--- src/rtl/lbu_pkg.sv ---
// Shared definitions for the line-buffer unit: pointer opcodes and sequencer states.
// Also used by the pointer register block for the opcode type.
package lbu_pkg;

    typedef logic [2:0] ptr_op_t;

    localparam ptr_op_t PTR_OP_NONE = 3'd0;
    localparam ptr_op_t PTR_OP_RST  = 3'd1;
    localparam ptr_op_t PTR_OP_INCR = 3'd2;
    localparam ptr_op_t PTR_OP_DECR = 3'd3;

    typedef enum logic [2:0] {
        SEQ_IDLE,
        SEQ_LINE_RST,
        SEQ_STEP,
        SEQ_LINE_END,
        SEQ_FIN
    } seq_state_e;

endpackage

--- src/rtl/lbu_ptr_sequencer_if.sv ---
// Valid/ready opcode channel from the sequencer (master) to the pointer register block (slave).
interface lbu_ptr_sequencer_if #(
    parameter int P_STRIDE_W = 3
) ();
    import lbu_pkg::*;

    logic                  ptrValid;
    logic                  ptrReady;
    ptr_op_t               ptrOp;
    logic [P_STRIDE_W-1:0] ptrStride;

    modport master (output ptrValid, ptrOp, ptrStride, input ptrReady);
    modport slave  (input ptrValid, ptrOp, ptrStride, output ptrReady);

endinterface

--- src/rtl/lbu_seq_cnt.sv ---
// Column/row counters for the pointer sequencer, with the stride add and the
// end-of-line / end-of-frame lookahead compares the FSM branches on.
module lbu_seq_cnt
    import lbu_pkg::*;
#(
    parameter int P_COL_W    = 10,
    parameter int P_ROW_W    = 10,
    parameter int P_STRIDE_W = 3
) (
    input  logic                  clk,
    input  logic                  rst_n,
    input  logic                  colClr_i,
    input  logic                  colStep_i,
    input  logic                  rowClr_i,
    input  logic                  rowInc_i,
    input  logic [P_COL_W-1:0]    cols_i,
    input  logic [P_ROW_W-1:0]    rows_i,
    input  logic [P_STRIDE_W-1:0] stride_i,
    output logic                  firstFits_o,
    output logic                  nextFits_o,
    output logic                  rowLast_o
);

    localparam logic [P_ROW_W:0] ROW_ONE = (P_ROW_W+1)'(1);

    logic [P_COL_W:0]   col_q, col_d;
    logic [P_ROW_W-1:0] row_q, row_d;
    logic [P_COL_W:0]   strideExt;
    logic [P_COL_W:0]   colSum;
    logic [P_COL_W+1:0] nextSum;

    assign strideExt = {{(P_COL_W+1-P_STRIDE_W){1'b0}}, stride_i};
    assign colSum    = col_q + strideExt;
    assign nextSum   = {1'b0, colSum} + {1'b0, strideExt};

    // firstFits: a step follows the RST; nextFits: another step follows the current one
    assign firstFits_o = strideExt < {1'b0, cols_i};
    assign nextFits_o  = nextSum < {2'b00, cols_i};
    assign rowLast_o   = ({1'b0, row_q} + ROW_ONE) == {1'b0, rows_i};

    always_comb begin
        col_d = col_q;
        row_d = row_q;
        if (colClr_i) begin
            col_d = '0;
        end else if (colStep_i) begin
            col_d = colSum;
        end
        if (rowClr_i) begin
            row_d = '0;
        end else if (rowInc_i) begin
            row_d = row_q + 1'b1;
        end
    end

    always_ff @(posedge clk or negedge rst_n) begin
        if (!rst_n) begin
            col_q <= '0;
            row_q <= '0;
        end else begin
            col_q <= col_d;
            row_q <= row_d;
        end
    end

endmodule

--- src/rtl/lbu_ptr_sequencer.sv ---
// Frame-level pointer sequencer: issues RST/INCR/DECR opcodes per line and rotates the line slot.
// Optional build macro LBU_SEQ_ABORT_EN adds an abort_i port that ends a frame early without done.
module lbu_ptr_sequencer
    import lbu_pkg::*;
#(
    parameter int P_COL_W     = 10,
    parameter int P_ROW_W     = 10,
    parameter int P_STRIDE_W  = 3,
    parameter int P_NUM_LINES = 4
) (
    input  logic                           clk,
    input  logic                           rst_n,
    input  logic                           start_i,
    input  logic [P_COL_W-1:0]             cfgCols_i,
    input  logic [P_ROW_W-1:0]             cfgRows_i,
    input  logic [P_STRIDE_W-1:0]          cfgStride_i,
    input  logic                           cfgDir_i,
    lbu_ptr_sequencer_if.master            ptr_if,
    output logic [$clog2(P_NUM_LINES)-1:0] lineSel_o,
    output logic                           busy_o,
    output logic                           done_o
`ifdef LBU_SEQ_ABORT_EN
    ,
    input  logic                           abort_i
`endif
);

    localparam int LS_W = $clog2(P_NUM_LINES);
    localparam logic [P_STRIDE_W-1:0] STRIDE_ONE = P_STRIDE_W'(1);
    localparam logic [LS_W-1:0]       LS_ONE     = LS_W'(1);

    seq_state_e            state_q;
    logic                  valid_q;
    ptr_op_t               op_q;
    logic [P_STRIDE_W-1:0] strideOut_q;
    logic [LS_W-1:0]       lineSel_q;
    logic                  busy_q;
    logic                  done_q;
    logic [P_COL_W-1:0]    cols_q;
    logic [P_ROW_W-1:0]    rows_q;
    logic [P_STRIDE_W-1:0] stride_q;
    logic                  dir_q;
`ifdef LBU_SEQ_ABORT_EN
    logic                  abortPend_q;
`endif

    logic hs;
    logic firstFits, nextFits, rowLast;

    assign hs = valid_q & ptr_if.ptrReady;

    lbu_seq_cnt #(
        .P_COL_W    (P_COL_W),
        .P_ROW_W    (P_ROW_W),
        .P_STRIDE_W (P_STRIDE_W)
    ) u_cnt (
        .clk         (clk),
        .rst_n       (rst_n),
        .colClr_i    ((state_q == SEQ_LINE_RST) && hs),
        .colStep_i   ((state_q == SEQ_STEP) && hs),
        .rowClr_i    ((state_q == SEQ_IDLE) && start_i),
        .rowInc_i    (state_q == SEQ_LINE_END),
        .cols_i      (cols_q),
        .rows_i      (rows_q),
        .stride_i    (stride_q),
        .firstFits_o (firstFits),
        .nextFits_o  (nextFits),
        .rowLast_o   (rowLast)
    );

    // Every output is registered, so valid never depends combinationally on ready
    always_ff @(posedge clk or negedge rst_n) begin
        if (!rst_n) begin
            state_q     <= SEQ_IDLE;
            valid_q     <= 1'b0;
            op_q        <= PTR_OP_NONE;
            strideOut_q <= '0;
            lineSel_q   <= '0;
            busy_q      <= 1'b0;
            done_q      <= 1'b0;
            cols_q      <= '0;
            rows_q      <= '0;
            stride_q    <= '0;
            dir_q       <= 1'b0;
`ifdef LBU_SEQ_ABORT_EN
            abortPend_q <= 1'b0;
`endif
        end else begin
            done_q <= 1'b0;
            case (state_q)
                SEQ_IDLE: begin
                    if (start_i) begin
                        if ((cfgCols_i != '0) && (cfgRows_i != '0)) begin
                            cols_q      <= cfgCols_i;
                            rows_q      <= cfgRows_i;
                            stride_q    <= (cfgStride_i == '0) ? STRIDE_ONE : cfgStride_i;
                            dir_q       <= cfgDir_i;
                            state_q     <= SEQ_LINE_RST;
                            valid_q     <= 1'b1;
                            op_q        <= PTR_OP_RST;
                            strideOut_q <= '0;
                            busy_q      <= 1'b1;
                        end else begin
                            state_q <= SEQ_FIN;
                            done_q  <= 1'b1;
                        end
                    end
                end
                SEQ_LINE_RST: begin
                    if (hs) begin
                        if (firstFits) begin
                            state_q     <= SEQ_STEP;
                            op_q        <= dir_q ? PTR_OP_DECR : PTR_OP_INCR;
                            strideOut_q <= stride_q;
                        end else begin
                            state_q     <= SEQ_LINE_END;
                            valid_q     <= 1'b0;
                            op_q        <= PTR_OP_NONE;
                            strideOut_q <= '0;
                            lineSel_q   <= lineSel_q + LS_ONE;
                        end
                    end
                end
                SEQ_STEP: begin
                    if (hs && !nextFits) begin
                        state_q     <= SEQ_LINE_END;
                        valid_q     <= 1'b0;
                        op_q        <= PTR_OP_NONE;
                        strideOut_q <= '0;
                        lineSel_q   <= lineSel_q + LS_ONE;
                    end
                end
                SEQ_LINE_END: begin
                    if (rowLast) begin
                        state_q <= SEQ_FIN;
                        done_q  <= 1'b1;
                        busy_q  <= 1'b0;
                    end else begin
                        state_q     <= SEQ_LINE_RST;
                        valid_q     <= 1'b1;
                        op_q        <= PTR_OP_RST;
                        strideOut_q <= '0;
                    end
                end
                SEQ_FIN: begin
                    state_q <= SEQ_IDLE;
                end
                default: begin
                    state_q <= SEQ_IDLE;
                end
            endcase
`ifdef LBU_SEQ_ABORT_EN
            // A stalled opcode must still complete, so abort is remembered until the handshake
            if ((state_q != SEQ_IDLE) && (state_q != SEQ_FIN) && (abort_i || abortPend_q)) begin
                if (!valid_q || ptr_if.ptrReady) begin
                    state_q     <= SEQ_IDLE;
                    valid_q     <= 1'b0;
                    op_q        <= PTR_OP_NONE;
                    strideOut_q <= '0;
                    busy_q      <= 1'b0;
                    done_q      <= 1'b0;
                    lineSel_q   <= lineSel_q;
                    abortPend_q <= 1'b0;
                end else begin
                    abortPend_q <= 1'b1;
                end
            end else begin
                abortPend_q <= 1'b0;
            end
`endif
        end
    end

    assign ptr_if.ptrValid  = valid_q;
    assign ptr_if.ptrOp     = op_q;
    assign ptr_if.ptrStride = strideOut_q;
    assign lineSel_o        = lineSel_q;
    assign busy_o           = busy_q;
    assign done_o           = done_q;

endmodule

--- src/flat_wrapper.sv ---
// flat-port wrapper written by rule: the top's interface ports become plain ports
module lbu_ptr_sequencer_flat import lbu_pkg::*;
#(
    parameter int P_COL_W     = 10,
    parameter int P_ROW_W     = 10,
    parameter int P_STRIDE_W  = 3,
    parameter int P_NUM_LINES = 4
)
  (clk, rst_n, start_i, cfgCols_i, cfgRows_i, cfgStride_i, cfgDir_i, lineSel_o, busy_o, done_o, ptr_if_ptrValid, ptr_if_ptrOp, ptr_if_ptrStride, ptr_if_ptrReady);
  lbu_ptr_sequencer_if #(.P_STRIDE_W(P_STRIDE_W)) ptr_if_i ();
  input  logic clk;
  input  logic rst_n;
  input  logic start_i;
  input  logic [P_COL_W-1:0] cfgCols_i;
  input  logic [P_ROW_W-1:0] cfgRows_i;
  input  logic [P_STRIDE_W-1:0] cfgStride_i;
  input  logic cfgDir_i;
  output logic [$clog2(P_NUM_LINES)-1:0] lineSel_o;
  output logic busy_o;
  output logic done_o;
  output wire logic [$bits(ptr_if_i.ptrValid)-1:0] ptr_if_ptrValid;
  output wire logic [$bits(ptr_if_i.ptrOp)-1:0] ptr_if_ptrOp;
  output wire logic [$bits(ptr_if_i.ptrStride)-1:0] ptr_if_ptrStride;
  input wire logic [$bits(ptr_if_i.ptrReady)-1:0] ptr_if_ptrReady;
  assign ptr_if_ptrValid = ptr_if_i.ptrValid;
  assign ptr_if_ptrOp = ptr_if_i.ptrOp;
  assign ptr_if_ptrStride = ptr_if_i.ptrStride;
  assign ptr_if_i.ptrReady = ptr_if_ptrReady;
  lbu_ptr_sequencer #(.P_COL_W(P_COL_W), .P_ROW_W(P_ROW_W), .P_STRIDE_W(P_STRIDE_W), .P_NUM_LINES(P_NUM_LINES)) u_core (.clk(clk), .rst_n(rst_n), .start_i(start_i), .cfgCols_i(cfgCols_i), .cfgRows_i(cfgRows_i), .cfgStride_i(cfgStride_i), .cfgDir_i(cfgDir_i), .ptr_if(ptr_if_i), .lineSel_o(lineSel_o), .busy_o(busy_o), .done_o(done_o));
endmodule
--- config.mk ---
export PLATFORM = sky130hd
export DESIGN_NAME = lbu_ptr_sequencer_flat
export DESIGN_NICKNAME = d
export VERILOG_FILES = /design/src/rtl/lbu_pkg.sv /design/src/rtl/lbu_ptr_sequencer_if.sv /design/src/rtl/lbu_seq_cnt.sv /design/src/rtl/lbu_ptr_sequencer.sv /design/src/flat_wrapper.sv
export SDC_FILE = /design/constraint.sdc
export NUM_CORES = 1
export LEC_CHECK = 0
export CORE_UTILIZATION = 45
export DETAILED_ROUTE_END_ITERATION = 6
export GPL_TIMING_DRIVEN = 1
export PLACE_DENSITY = 0.74
export SYNTH_ARGS = -nofsm -noshare
export SYNTH_HDL_FRONTEND = slang
export SYNTH_SLANG_ARGS = --single-unit
--- constraint.sdc ---
create_clock -name clk -period 5.5 [get_ports clk]
set_input_delay 0.55 -clock clk [delete_from_list [all_inputs] [get_ports clk]]
set_output_delay 0.55 -clock clk [all_outputs]
set_load 0.05 [all_outputs]
==> results of run 1 <==
-- metal layers --
| layer | wire length [um] | vias up |
|---|---|---|
| met5 | 0 | - |
| met4 | 138 | 0 |
| met3 | 393 | 13 |
| met2 | 3760 | 85 |
| met1 | 3800 | 1395 |
| li1 | - | 1427 |
-- cells by family (layout without fill, tap and decap cells) --
group | count (synthesis) | after routing | synth area share, %
mux | 30 | 30 | 9.17
buf+inv | 48 | 81 | 5.41
fa+ha+maj | 20 | 20 | 7.17
flops | 58 | 58 | 39.2
compound gates | 88 | 88 | 15.5
xor+xnor | 33 | 33 | 7.81
simple gates | 108 | 108 | 15.6
other cells | 1 | 1 | 0.101
-- stage by stage --
step | hold slack, ns | area (um2) | instances | power [W] | utilization, %
after floorplan | 0.254 | 3700 | 386 | 0.00160 | -
after global placement | 0.462 | 4100 | 505 | 0.00183 | 52.2
after detailed placement | 0.468 | 4100 | 505 | 0.00187 | 52.2
after CTS | 0.388 | 4300 | 521 | 0.00227 | 54.7
after global routing | 0.428 | 4300 | 521 | 0.00243 | 54.7
final | 0.368 | 4300 | 521 | 0.00226 | 54.7
-- worst max-delay path by stage --
stage                                         from                            endpoint  slack (ns)  cells after the start
floorplan           u_core.stride_q[0]$_DFFE_PN0P_  u_core.ptr_if.ptrOp[1]$_DFFE_PN0P_        1.57                     18
global placement    u_core.stride_q[0]$_DFFE_PN0P_  u_core.ptr_if.ptrOp[1]$_DFFE_PN0P_        1.37                     18
detailed placement  u_core.stride_q[0]$_DFFE_PN0P_  u_core.ptr_if.ptrOp[1]$_DFFE_PN0P_        1.21                     18
CTS                 u_core.stride_q[0]$_DFFE_PN0P_  u_core.ptr_if.ptrOp[0]$_DFFE_PN0P_        1.17                     18
global route        u_core.stride_q[0]$_DFFE_PN0P_  u_core.ptr_if.ptrOp[0]$_DFFE_PN0P_        0.82                     18
finish              u_core.stride_q[0]$_DFFE_PN0P_  u_core.ptr_if.ptrOp[0]$_DFFE_PN0P_        1.16                     18
-- flip-flops by register name, summed over array words and instances (netlist names) --
signal / cells
u_core.u_cnt.row_q: 10
u_core.state_q: 3
u_core.ptr_if.ptrOp: 2
u_core.ptr_if.ptrStride: 3
u_core.stride_q: 3
u_core.cols_q: 10
u_core.lineSel_o: 2
u_core.rows_q: 10
u_core.ptr_if.ptrValid: 1
u_core.busy_o: 1
u_core.done_o: 1
u_core.u_cnt.col_q: 11
u_core.dir_q: 1
-- cell usage in the layout, fill, tap and decap left out, types with 3 or more instances in the layout --
cell type,synthesis,routed
and4_1,3,3
xnor2_1,26,26
clkbuf_8,0,10
a21o_1,5,5
dfrtp_1,58,58
xor2_1,7,7
a211o_1,3,3
nand2b_1,7,7
nor3_1,5,5
nor2_1,24,24
clkinv_2,0,3
nand3b_1,4,4
nor2b_1,3,3
o21ai_0,29,29
a21oi_1,14,14
mux2_2,23,23
inv_1,27,27
o31ai_1,12,12
and2_1,4,4
nand4_1,8,8
nand3_1,10,10
clkdlybuf4s50_1,0,36
and3_1,3,3
nand2_1,21,21
a31oi_1,5,5
nor4_1,6,6
mux2i_1,5,5
ha_1,18,18
-- power groups by stage --
stage	logic, W	clock network, W	registers (W)
finish	0.00115	0.000390	0.000716
global route	0.00128	0.000417	0.000736
CTS	0.00116	0.000399	0.000715
detailed placement	0.00115	0	0.000722
global placement	0.00112	0	0.000711
floorplan	0.000858	0	0.000744
-- area by class of cell --
| class | count | area, um2 | share of cell area [%] |
|---|---|---|---|
| Timing Repair Buffer | 38 | 373 | 8.68 |
| Sequential cell | 58 | 1450 | 33.8 |
| Multi-Input combinational cell | 280 | 2050 | 47.7 |
| Tap cell | 102 | 128 | 2.97 |
| Clock buffer | 11 | 141 | 3.29 |
| Inverter | 27 | 101 | 2.36 |
| Clock inverter | 5 | 53.8 | 1.25 |
-- critical path: cells and delay by family (launching register included) --
family                   cells  cell delay (ns)
multiplexers                 1             0.31
adder cells (fa/ha/maj)      3             1.02
flip-flops                   1             0.47
XOR/XNOR                     1             0.14
buffers and inverters        1             0.07
AO/OA/AOI/OAI                5             0.82
AND/OR/NAND/NOR              7             1.41
==> flow_summary.ini, run 1 <==
[synth]
synth_nets = 434
synth_top_area_share_pct = 39.2
synth-seq-cells = 58
syn_inst = 386
synth_area_leaders = dfrtp_1 39%, mux2_2 7.0%, xnor2_1 6.2%, ha_1 6.1%, o21ai_0 3.9%
synth_area_leader_cell = dfrtp_1
yosys_most_used_dff = dfrtp_1
synth-edff-count = 0
syn_area_per_cell_um2 = 9.58
ys_types = 53
synthTopCellsByCount = 58 x dfrtp_1, 29 x o21ai_0, 27 x inv_1
netlist_area_um2 = 3700
ys_warn_count = 0
yosysMostFrequentCell = dfrtp_1
ys_async_sr_fraction_pct = 100
seq_area_frac_synth_pct = 39.2

[routing]
wl_per_cell_um = 15.5
vias = 2920
first_pass_iters = 4
drc = 0
drtIter0Drc = 188
wirelength_mm = 8.10
antenna_left = 0
viasPerCell = 5.60

[clock_network]
cts_max_level = 3
cts_buffers = 9
clk_path_buf_depth = 2
clk_pin_slew_worst_paths_ns = 0.07
clock-root-buffer = clkbuf_8
cts.sinks = 58
hold_buffers = 0
postCtsSetupBuffers = 0
clock_latency_ns = 0.33
cts_tree = done
post_cts_resize_count = 0

[power]
vdd_drop_max_mv = 0.250
switching_power_w = 0.000943
pwr-share-seq_pct = 31.7
p_leak_nw = 1.83
p_int_w = 0.00132
p_sw_share_pct = 41.7
pwr-share-comb_pct = 51.1
p_clk_share_pct = 17.3
power.density_nw_per_um2 = 526

[flow_run]
drv_cap = 0

[worst_setup_path]
r2r.worst_path.cells = 18
cp_slowest_cell = dfrtp_1
start_kind = flip-flop
path_cells = ha_1 > inv_1 > fa_1 > and2b_1 > o21ai_1 > or3_1 > a21oi_1 > nor2_1 > or3_1 > xnor2_1 > ha_1 > o21ai_0 > nor2_1 > nor3_1 > o21ai_0 > a211o_1 > nand3_4 > mux2_4
criticalPathCategory = flip-flop to flip-flop
crit_required_ns = 5.72
r2r_end = u_core.ptr_if.ptrOp[0]$_DFFE_PN0P_
cp-end-kind = flip-flop
r2r_setup_slack_ns = 1.16
r2r-start = u_core.stride_q[0]$_DFFE_PN0P_
crit_fanout = 6
crit_arrival_ns = 4.56
cpPeakStageDelay_ns = 0.47

[global_route]
top_usage_layer = met2
grt_pass1_wl_mm = 13.6
grtUsageTotal_pct = 20.3
grt_use_met3_pct = 4.60
grt_use_met2_pct = 32.5
first_global_vias = 2843
antenna_found_initial = 0
grt-ovfl-total = 0
grt_util_met1_pct = 27.3
grt_max_degree = 59

[sta]
worst_pin_slew_ns = 1.08
setup_viol = 0
fin_crit_sh_pct = 79.0
fmax_mhz = 230
slew_viol_final = 0
rsz0062_at_grt = false
slew_headroom_pct = 27.6
fin_skew_ns = 0.0106
timing.setup.tns_ns = 0
worst_slack_ns = 1.16
period_needed_ns = 4.34
hold_viol = 0

[floorplan]
die_x_um = 92.7
dieArea_um2 = 8590
fp.coreArea_um2 = 7850
placementRows = 32
die_h_um = 92.7
start_util_pct = 47.1
io_pins = 39

[cells_and_area]
antenna_cells = 0
drive_above_1_share_pct = 11.2
nNetsFinal = 462
syn2layout_area_growth_pct = 16.1
n_fill_cell = 723

[placement]
portBuffers = 37
place_congestion = 0.917
pre_cts_slack_ns = 1.21
hpwl_mm = 6.09

[min_path]
hp-class = input pin to asynchronous set/reset pin

[outcome]
outcome = completed
(Power assumes the default switching activity.)
==> run 2, diff against run 1 <==
- clock period: 5.5 -> 4 ns (I/O delays scaled with it)
==> flow_summary.ini, run 2 (synthesis gave the netlist of run 1 again) <==
[sta]
holdWs_ns = 0.201
fin_skew_ns = 0.00857
timing.setup.tns_ns = 0
fmax_mhz = 257
slew_headroom_pct = 35.1
slew_viol_final = 0
worst_pin_slew_ns = 0.968
setup_viol = 0
fin_crit_sh_pct = 97.2
period_needed_ns = 3.89
hold_viol = 0

[global_route]
grt_pass1_wl_mm = 13.5
first_global_vias = 2788
grtUsageTotal_pct = 20.3
grt-ovfl-total = 0
antenna_found_initial = 0
grt_max_degree = 59

[worst_setup_path]
path_cells = ha_4 > inv_2 > fa_2 > and2b_1 > o21ai_1 > or3_1 > a21oi_2 > nor2_2 > or3_1 > xnor2_1 > ha_1 > o21ai_1 > nor2_1 > nor3_1 > o21ai_1 > a211o_1 > nand3_4 > mux2_4
r2r.worst_path.cells = 18
crit_required_ns = 4.23
cpMostUsedCell = o21ai_1
criticalPathCategory = flip-flop to flip-flop
crit_fanout = 4
cpPeakStageDelay_ns = 0.40
crit_arrival_ns = 4.11
cp_slowest_cell = dfrtp_1
path_delay_family = simple AND/OR/NAND/NOR gates
cp.depth = 18
start_kind = flip-flop
cp-end-kind = flip-flop
cp_num_buf_inv = 1
r2r_setup_slack_ns = 0.11

[clock_network]
cts_tree = done
cts_buffers = 9
clk_pin_slew_worst_paths_ns = 0.06
clock-root-buffer = clkbuf_8
hold_buffers = 0
clk_path_buf_depth = 2
cts_max_level = 3
cts.sinks = 58
clock_latency_ns = 0.34

[power]
power.density_nw_per_um2 = 761
vdd_drop_max_mv = 0.466
p_leak_nw = 1.92

[cells_and_area]
regMostFlops = u_core.u_cnt.col_q
antenna_cells = 0
final_cell_mix = 58 x dfrtp_1, 36 x clkdlybuf4s50_1, 27 x o21ai_0
largest_reg_flops = 11
syn2layout_area_growth_pct = 21.6
nNetsFinal = 476
drive_above_1_share_pct = 16.9
layout_commonest_cell = dfrtp_1

[placement]
place_congestion = 0.965
portBuffers = 37
hpwl_mm = 6.05

[floorplan]
io_pins = 39
dieArea_um2 = 8590
die_x_um = 92.7
placementRows = 32
fp.coreArea_um2 = 7850
die_h_um = 92.7
start_util_pct = 47.1

[outcome]
outcome = completed

[routing]
antenna_left = 0
viasPerCell = 5.67
first_pass_iters = 5
wl_per_cell_um = 15.7
drc = 0
drtIter0Drc = 264
vias = 3031
wirelength_mm = 8.41

[flow_run]
drv_cap = 0

[min_path]
hp-class = input pin to asynchronous set/reset pin
==> run 2: final cells by class <==
| cell class | count | area [um2] |
|---|---|---|
| clock inverter | 4 | 72.6 |
| timing repair buffer | 52 | 478 |
| sequential | 58 | 1450 |
| multi-input combinational | 280 | 2100 |
| inverter | 27 | 101 |
| clock buffer | 12 | 165 |
| tap | 102 | 128 |
| fill | 682 | 3350 |
==> run 2: worst register-to-register path: stages (launching register included) <==
cell and delay [ns]:
dfrtp_1 0.40, ha_4 0.16, inv_2 0.04, fa_2 0.36
and2b_1 0.22, o21ai_1 0.08, or3_1 0.38, a21oi_2 0.19
nor2_2 0.06, or3_1 0.32, xnor2_1 0.13, ha_1 0.33
o21ai_1 0.09, nor2_1 0.06, nor3_1 0.13, o21ai_1 0.09
a211o_1 0.28, nand3_4 0.13, mux2_4 0.31
==> run 2: path summary, 6_finish.rpt <==
kind | from | endpoint
worst max-delay path | u_core.u_cnt.col_q[0]$_DFFE_PN0P_ | u_core.ptr_if.ptrOp[0]$_DFFE_PN0P_
worst min-delay path | rst_n | u_core.u_cnt.col_q[5]$_DFFE_PN0P_
worst max register to register | u_core.u_cnt.col_q[0]$_DFFE_PN0P_ | u_core.ptr_if.ptrOp[0]$_DFFE_PN0P_
worst min register to register | u_core.lineSel_o[1]$_DFFE_PN0P_ | u_core.lineSel_o[1]$_DFFE_PN0P_
max in group asynchronous | rst_n | u_core.state_q[0]$_DFFE_PN0P_
min in group clk | u_core.lineSel_o[1]$_DFFE_PN0P_ | u_core.lineSel_o[1]$_DFFE_PN0P_
==> run 2: what timing repair did <==
| item | 4_1_cts | 5_1_grt |
|---|---|---|
| pin swaps | 1 | 6 |
| setup endpoints to repair | 2 | 9 |
| buffers inserted | 3 | 3 |
| resized for setup | 2 | 13 |
==> run 2: power breakdown <==
part / internal, W / switching [W]
Clock: 0.000400 / 0.000229
Sequential: 0.000782 / 0.000189
Combinational: 0.000853 / 0.000969
Total: 0.00204 / 0.00139
==> run 2: layer usage <==
| metal | GRT usage (%) | up-vias | wire, um |
|---|---|---|---|
| met3 | 4.60 | 18 | 403 |
| met4 | 7.18 | 0 | 175 |
| li1 | - | 1458 | - |
| met1 | 28.1 | 1456 | 3900 |
| met2 | 31.2 | 99 | 3930 |
| met5 | 0 | - | 0 |
==> run 2: metrics by stage <==
step / utilization, % / power (W) / std cells / cell area [um2] / setup WS (ns)
global route: 57.3 / 0.00367 / 535 / 4500 / -0.0411
global placement: 53.0 / 0.00257 / 513 / 4160 / 0.0965
CTS: 56.4 / 0.00330 / 532 / 4430 / 0.0238
finish: 57.3 / 0.00342 / 535 / 4500 / 0.113
floorplan: - / 0.00220 / 386 / 3700 / 0.0722
detailed placement: 53.0 / 0.00262 / 513 / 4160 / -0.0147
==> run 3, diff against run 2 <==
- GPL_TIMING_DRIVEN: 1 -> 0
==> flow_summary.ini, run 3 (synthesis gave the netlist of run 1 again) <==
[outcome]
outcome = completed

[sta]
holdWs_ns = 0.00557
fmax_mhz = 252
worst_pin_slew_ns = 1.21
hold_viol = 0
fin_crit_sh_pct = 99.4
rsz0062_at_grt = true
fin_skew_ns = 0.00914
period_needed_ns = 3.98
slew_viol_final = 0
setup_viol = 0
slew_headroom_pct = 19.0

[placement]
hpwl_mm = 6.23
placed_area_um2 = 4210
portBuffers = 37
place_congestion = 0.940

[routing]
wl_per_cell_um = 15.5
drc = 0
vias = 3107
antenna_left = 0
first_pass_iters = 5
viasPerCell = 5.59
wirelength_mm = 8.63
drtIter0Drc = 271

[worst_setup_path]
r2r_end = u_core.ptr_if.ptrOp[0]$_DFFE_PN0P_
r2r-start = u_core.stride_q[0]$_DFFE_PN0P_
start_kind = flip-flop
cpMostUsedCell = o21ai_1
cp_slowest_cell = fa_2
criticalPathCategory = flip-flop to flip-flop
crit_required_ns = 4.24
r2r_setup_slack_ns = 0.02
crit_fanout = 3
cp-end-kind = flip-flop
path_cells = ha_4 > inv_2 > fa_2 > and2b_2 > o21ai_2 > or3_4 > a21oi_4 > nor2_2 > or3_1 > xnor2_1 > ha_1 > o21ai_1 > nor2_1 > nor3_1 > o21ai_1 > a211o_1 > nand3_4 > mux2_4
cpPeakStageDelay_ns = 0.41
r2r.worst_path.cells = 18
crit_arrival_ns = 4.21

[cells_and_area]
largest_reg_flops = 11
regMostFlops = u_core.u_cnt.col_q
final_cell_mix = 56 x dfrtp_1, 36 x clkdlybuf4s50_1, 26 x xnor2_1, 26 x o21ai_0, 25 x inv_1
final_area_um2 = 4600
n_fill_cell = 665
seqCellArea_um2 = 1450
syn2layout_area_growth_pct = 24.5
drive_above_1_share_pct = 18.7
multi_input_area_um2 = 2110
antenna_cells = 0
layout_commonest_cell = dfrtp_1
nNetsFinal = 497

[power]
pwr-share-seq_pct = 27.8
switching_power_w = 0.00141
power.density_nw_per_um2 = 738
pwr-share-comb_pct = 55.5
p_clk_share_pct = 16.7
p_sw_share_pct = 41.4
p_int_w = 0.00199
p_leak_nw = 1.96
vdd_drop_max_mv = 0.420

[clock_network]
cts_tree = done
cts_max_level = 3
clock-root-buffer = clkbuf_8
clock_latency_ns = 0.35
hold_buffers = 0
clk_path_buf_depth = 2
cts_buffers = 9
cts.sinks = 58
clk_pin_slew_worst_paths_ns = 0.07

[floorplan]
die_x_um = 92.7
placementRows = 32
fp.coreArea_um2 = 7850
dieArea_um2 = 8590
io_pins = 39
die_h_um = 92.7
start_util_pct = 47.1

[flow_run]
drv_cap = 0

[global_route]
antenna_found_initial = 0
grt_pass1_wl_mm = 14.2
grtUsageTotal_pct = 21.6
first_global_vias = 2987
grt-ovfl-total = 0
grt_max_degree = 41

[min_path]
hp-class = input pin to asynchronous set/reset pin
==> run 3: per-layer routing <==
layer	vias to the layer above	routed length, um	GRT usage (%)
li1	1497	-	-
met1	1513	4140	30.0
met2	86	4000	33.9
met3	11	359	3.69
met4	0	129	7.95
met5	-	0	0
==> run 3: through the flow <==
step                      setup WS (ns)  util (%)  power, W  std cells  TNS (ns)
after floorplan                  0.0722         -   0.00220        386         0
after global placement           -0.333      53.5   0.00254        525     -1.47
after detailed placement         -0.355      53.7   0.00260        526     -1.70
after CTS                       0.00750      57.1   0.00326        546         0
after global routing             -0.178      58.7   0.00365        556     -1.17
final                            0.0240      58.7   0.00340        556         0
==> run 3: worst max path at each step <==
stage	start	to	slack [ns]	depth (start not counted)
3_5_place_dp	u_core.stride_q[0]$_DFFE_PN0P_	u_core.ptr_if.ptrOp[0]$_DFFE_PN0P_	-0.35	18
4_1_cts	u_core.u_cnt.col_q[0]$_DFFE_PN0P_	u_core.ptr_if.ptrOp[0]$_DFFE_PN0P_	0.008	18
6_report	u_core.stride_q[0]$_DFFE_PN0P_	u_core.ptr_if.ptrOp[0]$_DFFE_PN0P_	0.02	18
2_1_floorplan	u_core.stride_q[0]$_DFFE_PN0P_	u_core.ptr_if.ptrOp[1]$_DFFE_PN0P_	0.07	18
3_3_place_gp	u_core.stride_q[0]$_DFFE_PN0P_	u_core.ptr_if.ptrOp[1]$_DFFE_PN0P_	-0.33	18
5_1_grt	u_core.stride_q[0]$_DFFE_PN0P_	u_core.ptr_if.ptrOp[1]$_DFFE_PN0P_	-0.18	19
==> run 3: area by class of cell <==
| cell class | instances | area share, % |
|---|---|---|
| inverters | 27 | 2.20 |
| plain buffers | 21 | 2.15 |
| well taps | 102 | 2.77 |
| repair buffers | 52 | 10.9 |
| clock inverters | 4 | 1.09 |
| multi-input cells | 280 | 45.9 |
| flip-flops and latches | 58 | 31.6 |
| clock buffers | 12 | 3.37 |
==> run 3: what timing repair did <==
action | 4_1_cts | 5_1_grt
resized for setup | 7 | 15
endpoints found under the setup margin | 9 | 9
pin swaps | 2 | 15
setup buffers | 4 | 10
==> run 3: power by group through the flow <==
stage / Combinational, W / Sequential (W) / Clock (W)
after global routing: 0.00208 / 0.000972 / 0.000606
after CTS: 0.00174 / 0.000939 / 0.000580
after detailed placement: 0.00165 / 0.000953 / 0
final: 0.00188 / 0.000945 / 0.000568
after floorplan: 0.00118 / 0.00102 / 0
after global placement: 0.00160 / 0.000946 / 0
==> run 3: critical path: cells and delay by family, from the launching register on <==
family | cells | cell delay (ns)
fa+ha+maj | 3 | 0.86
xor+xnor | 1 | 0.14
compound gates | 5 | 0.67
flops | 1 | 0.40
mux | 1 | 0.30
simple gates | 7 | 1.45
buf+inv | 1 | 0.04
